==> config.mk <==
export PLATFORM = sky130hd
export DESIGN_NAME = store_queue_flat
export DESIGN_NICKNAME = d
export VERILOG_FILES = /design/src/rtl/store_queue_if.sv /design/src/rtl/store_queue.sv /design/src/flat_wrapper.sv
export SDC_FILE = /design/constraint.sdc
export NUM_CORES = 1
export LEC_CHECK = 0
export ABC_AREA = 1
export CORE_MARGIN = 2
export CORE_UTILIZATION = 63
export CTS_BUF_LIST = sky130_fd_sc_hd__clkbuf_16
export CTS_CLUSTER_SIZE = 10
export DETAILED_ROUTE_END_ITERATION = 10
export DONT_BUFFER_PORTS = 1
export HOLD_SLACK_MARGIN = 0.1
export MAX_ROUTING_LAYER = met4
export PLACE_DENSITY = 0.8
export SYNTH_ARGS = -nofsm -noshare
export SYNTH_HDL_FRONTEND = slang
export SYNTH_SLANG_ARGS = --single-unit
==> constraint.sdc <==
create_clock -name clock -period 4.2 [get_ports clock]
set_input_delay 0.21 -clock clock [delete_from_list [all_inputs] [get_ports clock]]
set_output_delay 0.21 -clock clock [all_outputs]
set_load 0.02 [all_outputs]
==> src/rtl/store_queue_if.sv <==
// store_queue_if: data-cache write channel between the store queue and the dcache.
//   mem_req_valid/addr/data/size : store write request, held stable until accepted
//   mem_req_ready                : dcache accepts the request this cycle
//   mem_resp_valid               : dcache reports the write as complete
// Modports: master = store queue side, slave = dcache side.
interface store_queue_if;
  logic        mem_req_valid;
  logic        mem_req_ready;
  logic [31:0] mem_req_addr;
  logic [31:0] mem_req_data;
  logic [1:0]  mem_req_size;
  logic        mem_resp_valid;

  modport master (
    output mem_req_valid, mem_req_addr, mem_req_data, mem_req_size,
    input  mem_req_ready, mem_resp_valid
  );

  modport slave (
    input  mem_req_valid, mem_req_addr, mem_req_data, mem_req_size,
    output mem_req_ready, mem_resp_valid
  );
endinterface

==> src/rtl/store_queue.sv <==
// store_queue: in-order store queue. Allocates dispatched stores in program order, captures
// address/data from the store FU, and writes the oldest store to the dcache once the ROB
// reports it committable, returning a one-cycle completion count to the ROB.
// Ports:
//   clock, reset            : clock, synchronous active-high reset
//   dp_valid, dp_mem_size   : per-lane dispatch (lanes packed from lane 0) and access size
//   fu_sq_valid/idx/addr/data : store FU result written into entry fu_sq_idx
//   rob_commit_insns_num    : committable stores at ROB head
//   squash                  : ROB flush
//   sq_tail_entries         : entry index handed to each dispatch lane
//   almost_full             : dispatch must stall
//   sq_sent_insns_num       : stores completed this cycle (combinational, 0 or 1)
//   mem                     : dcache write channel (store_queue_if.master)
// Optional feature: define SQ_FWD_EN to add store-to-load forwarding
//   (ld_valid, ld_addr, ld_sq_tail in; fwd_hit, fwd_data out, combinational).
module store_queue #(
  parameter int unsigned SIZE        = 8,
  parameter int unsigned N           = 3,
  parameter int unsigned ALERT_DEPTH = N,
  localparam int unsigned PTR_W      = $clog2(SIZE),
  localparam int unsigned IDX_W      = $clog2(SIZE) + 1
) (
  input  logic                    clock,
  input  logic                    reset,
  input  logic [N-1:0]            dp_valid,
  input  logic [N-1:0][1:0]       dp_mem_size,
  input  logic                    fu_sq_valid,
  input  logic [PTR_W-1:0]        fu_sq_idx,
  input  logic [31:0]             fu_sq_addr,
  input  logic [31:0]             fu_sq_data,
  input  logic [IDX_W-1:0]        rob_commit_insns_num,
  input  logic                    squash,
`ifdef SQ_FWD_EN
  input  logic                    ld_valid,
  input  logic [31:0]             ld_addr,
  input  logic [PTR_W-1:0]        ld_sq_tail,
  output logic                    fwd_hit,
  output logic [31:0]             fwd_data,
`endif
  output logic [N-1:0][PTR_W-1:0] sq_tail_entries,
  output logic                    almost_full,
  output logic [IDX_W-1:0]        sq_sent_insns_num,
  store_queue_if.master           mem
);

  typedef enum logic [1:0] {S_IDLE, S_REQ, S_WAIT} state_t;

  state_t           state, state_n;
  logic [PTR_W-1:0] head, tail, head_n, tail_n;
  logic [IDX_W-1:0] count, count_n, dp_num;
  logic [SIZE-1:0]  filled;
  logic [31:0]      addr_q [SIZE];
  logic [31:0]      data_q [SIZE];
  logic [1:0]       size_q [SIZE];
  logic             dp_fire, complete, in_flight;

  // Dispatch slot assignment and accepted-store count
  always_comb begin : dispatch_ctrl
    almost_full = count > IDX_W'(SIZE - ALERT_DEPTH);
    dp_fire     = !almost_full && !squash;
    dp_num      = '0;
    for (int i = 0; i < int'(N); i++) begin
      sq_tail_entries[i] = tail + PTR_W'(i);
      if (dp_fire && dp_valid[i]) dp_num = dp_num + IDX_W'(1);
    end
  end

  // Drain FSM: one store in flight; a response together with ready completes from REQ
  always_comb begin : drain_fsm
    state_n            = state;
    complete           = 1'b0;
    in_flight          = (state == S_REQ) || (state == S_WAIT);
    mem.mem_req_valid  = 1'b0;
    mem.mem_req_addr   = addr_q[head];
    mem.mem_req_data   = data_q[head];
    mem.mem_req_size   = size_q[head];
    case (state)
      S_IDLE: begin
        // a same-cycle squash discards the head, so it must not launch
        if (count != '0 && rob_commit_insns_num != '0 && filled[head] && !squash)
          state_n = S_REQ;
      end
      S_REQ: begin
        mem.mem_req_valid = 1'b1;
        if (mem.mem_req_ready) begin
          complete = mem.mem_resp_valid;
          state_n  = mem.mem_resp_valid ? S_IDLE : S_WAIT;
        end
      end
      S_WAIT: begin
        if (mem.mem_resp_valid) begin
          complete = 1'b1;
          state_n  = S_IDLE;
        end
      end
      default: state_n = S_IDLE;
    endcase
    sq_sent_insns_num = IDX_W'(complete);
  end

  // Pointer/occupancy update; completion is applied before squash truncation
  always_comb begin : ptr_update
    head_n = head + PTR_W'(complete);
    if (squash) begin
      if (in_flight && !complete) begin
        tail_n  = head + PTR_W'(1);
        count_n = IDX_W'(1);
      end else begin
        tail_n  = head_n;
        count_n = '0;
      end
    end else begin
      tail_n  = tail + PTR_W'(dp_num);
      count_n = count + dp_num - IDX_W'(complete);
    end
  end

  // Control state and per-entry filled flags
  always_ff @(posedge clock) begin : ctrl_regs
    if (reset) begin
      state  <= S_IDLE;
      head   <= '0;
      tail   <= '0;
      count  <= '0;
      filled <= '0;
    end else begin
      state <= state_n;
      head  <= head_n;
      tail  <= tail_n;
      count <= count_n;
      for (int i = 0; i < int'(N); i++) begin
        if (dp_fire && dp_valid[i]) filled[sq_tail_entries[i]] <= 1'b0;
      end
      if (fu_sq_valid) filled[fu_sq_idx] <= 1'b1;
    end
  end

  // Entry payload storage (qualified by filled, so no reset needed)
  always_ff @(posedge clock) begin : entry_store
    for (int i = 0; i < int'(N); i++) begin
      if (dp_fire && dp_valid[i]) size_q[sq_tail_entries[i]] <= dp_mem_size[i];
    end
    if (fu_sq_valid) begin
      addr_q[fu_sq_idx] <= fu_sq_addr;
      data_q[fu_sq_idx] <= fu_sq_data;
    end
  end

`ifdef SQ_FWD_EN
  logic [IDX_W-1:0] ld_span;
  logic [PTR_W-1:0] probe;
  logic             fwd_stop;

  // Youngest-first search over stores older than the load; an unfilled store blocks it
  always_comb begin : fwd_search
    fwd_hit  = 1'b0;
    fwd_data = '0;
    fwd_stop = 1'b0;
    probe    = '0;
    ld_span  = {1'b0, PTR_W'(ld_sq_tail - head)};
    if (ld_span == '0 && count == IDX_W'(SIZE)) ld_span = IDX_W'(SIZE);
    for (int k = 0; k < int'(SIZE); k++) begin
      probe = ld_sq_tail - PTR_W'(k + 1);
      if (!reset && ld_valid && !fwd_stop && IDX_W'(k) < ld_span) begin
        if (!filled[probe]) begin
          fwd_stop = 1'b1;
        end else if (size_q[probe] == 2'd2 && addr_q[probe] == ld_addr) begin
          fwd_hit  = 1'b1;
          fwd_data = data_q[probe];
          fwd_stop = 1'b1;
        end
      end
    end
  end
`endif

endmodule
==> src/flat_wrapper.sv <==
// flat-port wrapper written by rule: the top's interface ports become plain ports
module store_queue_flat 
#(
  parameter int unsigned SIZE        = 8,
  parameter int unsigned N           = 3,
  parameter int unsigned ALERT_DEPTH = N,
  localparam int unsigned PTR_W      = $clog2(SIZE),
  localparam int unsigned IDX_W      = $clog2(SIZE) + 1
)
  (clock, reset, dp_valid, dp_mem_size, fu_sq_valid, fu_sq_idx, fu_sq_addr, fu_sq_data, rob_commit_insns_num, squash, sq_tail_entries, almost_full, sq_sent_insns_num, mem_mem_req_valid, mem_mem_req_addr, mem_mem_req_data, mem_mem_req_size, mem_mem_req_ready, mem_mem_resp_valid);
  store_queue_if mem_i ();
  input  logic clock;
  input  logic reset;
  input  logic [N-1:0] dp_valid;
  input  logic [N-1:0][1:0] dp_mem_size;
  input  logic fu_sq_valid;
  input  logic [PTR_W-1:0] fu_sq_idx;
  input  logic [31:0] fu_sq_addr;
  input  logic [31:0] fu_sq_data;
  input  logic [IDX_W-1:0] rob_commit_insns_num;
  input  logic squash;
  output logic [N-1:0][PTR_W-1:0] sq_tail_entries;
  output logic almost_full;
  output logic [IDX_W-1:0] sq_sent_insns_num;
  output wire logic [$bits(mem_i.mem_req_valid)-1:0] mem_mem_req_valid;
  output wire logic [$bits(mem_i.mem_req_addr)-1:0] mem_mem_req_addr;
  output wire logic [$bits(mem_i.mem_req_data)-1:0] mem_mem_req_data;
  output wire logic [$bits(mem_i.mem_req_size)-1:0] mem_mem_req_size;
  input wire logic [$bits(mem_i.mem_req_ready)-1:0] mem_mem_req_ready;
  input wire logic [$bits(mem_i.mem_resp_valid)-1:0] mem_mem_resp_valid;
  assign mem_mem_req_valid = mem_i.mem_req_valid;
  assign mem_mem_req_addr = mem_i.mem_req_addr;
  assign mem_mem_req_data = mem_i.mem_req_data;
  assign mem_mem_req_size = mem_i.mem_req_size;
  assign mem_i.mem_req_ready = mem_mem_req_ready;
  assign mem_i.mem_resp_valid = mem_mem_resp_valid;
  store_queue #(.SIZE(SIZE), .N(N), .ALERT_DEPTH(ALERT_DEPTH)) u_core (.clock(clock), .reset(reset), .dp_valid(dp_valid), .dp_mem_size(dp_mem_size), .fu_sq_valid(fu_sq_valid), .fu_sq_idx(fu_sq_idx), .fu_sq_addr(fu_sq_addr), .fu_sq_data(fu_sq_data), .rob_commit_insns_num(rob_commit_insns_num), .squash(squash), .sq_tail_entries(sq_tail_entries), .almost_full(almost_full), .sq_sent_insns_num(sq_sent_insns_num), .mem(mem_i));
endmodule
==> flow_summary.ini <==
[die]
core_um2 = 35300
io_pins = 167
die_area_um2 = 37000
core.rowCount = 69
die_x_um = 192
fp.dieH_um = 192
start_util_pct = 63.4

[layout]
final_nets = 1993
nFillCells = 2263
fin_util_pct = 71.3
areaGrowthSynthToFinish_pct = 12.5
ff_latch_area_um2 = 16300
drive_gt1_share_pct = 6.11
final_common_cell = edfxtp_1
layout_common_cells = edfxtp_1 (528), nor2_1 (504), o21ai_0 (283)
multi_input_area_um2 = 5290

[drt]
vias = 14407
drc = 0
vias_per_cell = 6.10
drt_iter0_markers = 1261
wirelength_um = 48600
firstDrtPassIters = 5
ant_nets = 0
wl_per_cell_um = 20.6

[clock_tree]
numClockSinks = 548
clockBufferDepth = 3
clk_latency_ps = 610
cts_tree = yes
cts_root_buf = clkbuf_16
clk_pin_slew_ps = 50
cts_resized = 0
ctsHoldBuffers = 85
htree_levels = 2
cts_setup_buffers = 0
cts_buffers = 61

[sta]
post-route-min-period_ps = 3400
relSlewSlack_pct = 26.3
timing.fmax_ghz = 0.294
slew_violations = 0
hold_viol = 0
hold_ws_ps = 133
post-route-period-util_pct = 81.0
setup_viol = 0
rsz0062_at_grt = no
tightest_slew_ps = 1100
fin_setup_tns_ps = 0
fin_worst_skew_ps = 10.8

[synthesis]
synth_cell_types = 35
synth-seq-cells = 548
async_flop_share_pct = 0
yosys_warnings = 0
synth_flop_cell = edfxtp_1
synth.top_cells.by_area = edfxtp_1 (71%), nor2_1 (8.6%), o21ai_0 (6.3%)
syn-cell-area_um2 = 22400
synth-edff-count = 528
post-synth-top-area-cell = edfxtp_1
syn_area_per_cell_um2 = 12.3
syn_inst = 1820
synth-seq-area-share_pct = 72.6
netlist.area_leader.share_pct = 70.8

[global_route]
grt.overflow.total = 0
grt_pass1_vias = 14043
antenna_found_initial = 3
grt_pass1_wl_um = 74000
grt_start_max_net_pins = 147
gr-usage-all-layers_pct = 27.2

[worst_setup_path]
worstSetupPathDepth = 6
reg2reg_depth = 18
cp.buffers_inverters = 2
cp_max_fo = 132
cp_top_family = buffers and inverters
end_kind = primary output
cp-start-kind = flip-flop
worstSetupPathType = flip-flop to primary output
worstPathCellList = inv_8, buf_4, o21ai_0, o22ai_1, nor2_1, a31oi_1
crit_arrival_ps = 3190
slowest_stage = inv_8
critical_path_required_ps = 3990
cp_slowest_stage_delay_ps = 590

[place]
gp_congestion = 0.859
portBuffers = 0
hpwl_um = 25300

[worst_hold_path]
whs_path_depth = 2
hold_path_class = input pin to flip-flop

[power_and_ir_drop]
ir_drop_mv = 0.381
p_leak_nw = 8.62
power.density_nw_per_um2 = 451

[status]
outcome = complete, no violations

[run]
drv_cap = 0
[cell families (layout without fill, tap and decap cells)]
logic type               after synthesis  after routing  synth area share, %
XOR/XNOR                               7              7                0.308
AND/OR/NAND/NOR                      612            612                 10.7
other                                  1              7               0.0168
buffers and inverters                177            253                 4.05
flip-flops                           548            548                 72.6
AO/OA/AOI/OAI                        452            452                 11.0
adder cells (fa/ha/maj)               23             23                 1.35
[state kept, by name (all words and copies together), names as in the netlist]
register	cells
u_core.addr_q	256
u_core.count	4
u_core.data_q	256
u_core.filled	8
u_core.head	3
u_core.size_q	16
u_core.state	2
u_core.tail	3
[per-stage QoR]
step	cell area, µm²	total power, W	worst slack, ps	std cells
5_1_grt	25200	0.0117	695	2362
6_report	25200	0.0114	796	2363
3_3_place_gp	22700	0.00683	1280	2197
4_1_cts	25200	0.0114	828	2359
3_5_place_dp	22700	0.00685	1210	2197
2_1_floorplan	22400	0.00674	614	1822
[synthesized netlist by cell type (3+ instances only)]
library cell	instances
nor2_1	512
o22ai_1	82
nand4_1	11
clkbuf_1	49
dfxtp_1	20
buf_2	24
nand3_1	18
buf_4	15
inv_1	60
inv_2	5
buf_6	16
nand2_1	62
xnor2_1	3
nand3_2	4
edfxtp_1	528
ha_1	21
a21oi_1	16
xor2_1	3
o21ai_0	283
buf_1	5
a31oi_1	67
[worst register-to-register path: cells and delay by family, from the launching register on]
kind            cells  cell delay (ps)
compound gates      2              420
buf+inv             3              220
simple gates        9              950
flops               1              300
fa+ha+maj           4             1000
[layer usage]
layer	vias to the layer above	track usage, %	share of wire (%)
met3	89	5.22	8.4
met1	7062	33.7	39
met5	-	-	0
li1	6653	-	-
met2	603	44.6	50
met4	0	10.5	2.5
[report_power, final]
part           total [W]  internal, W  switching [W]
sequential       0.00625      0.00620      0.0000532
clock            0.00448      0.00258        0.00189
combinational   0.000624     0.000194       0.000430
[worst paths after layout]
path | slack [ps] | from | end
setup / recovery | 800 | u_core.head[0] | mem_mem_req_addr[25]
hold / removal | 130 | fu_sq_idx[1] | u_core.addr_q[7][14]
hold reg to reg | 490 | u_core.filled[7] | u_core.filled[7]
setup reg to reg | 1200 | u_core.count[3] | u_core.count[3]
[final cells by class]
class	instances	share of cell area [%]
inverters	66	1.03
repair buffers	110	4.57
clock inverters	15	0.288
flip-flops and latches	548	64.6
well taps	461	2.29
diodes	4	0.0398
clock buffers	62	6.16
multi-input cells	1097	21.0
Note: power is estimated with default switching activity, not from simulation.
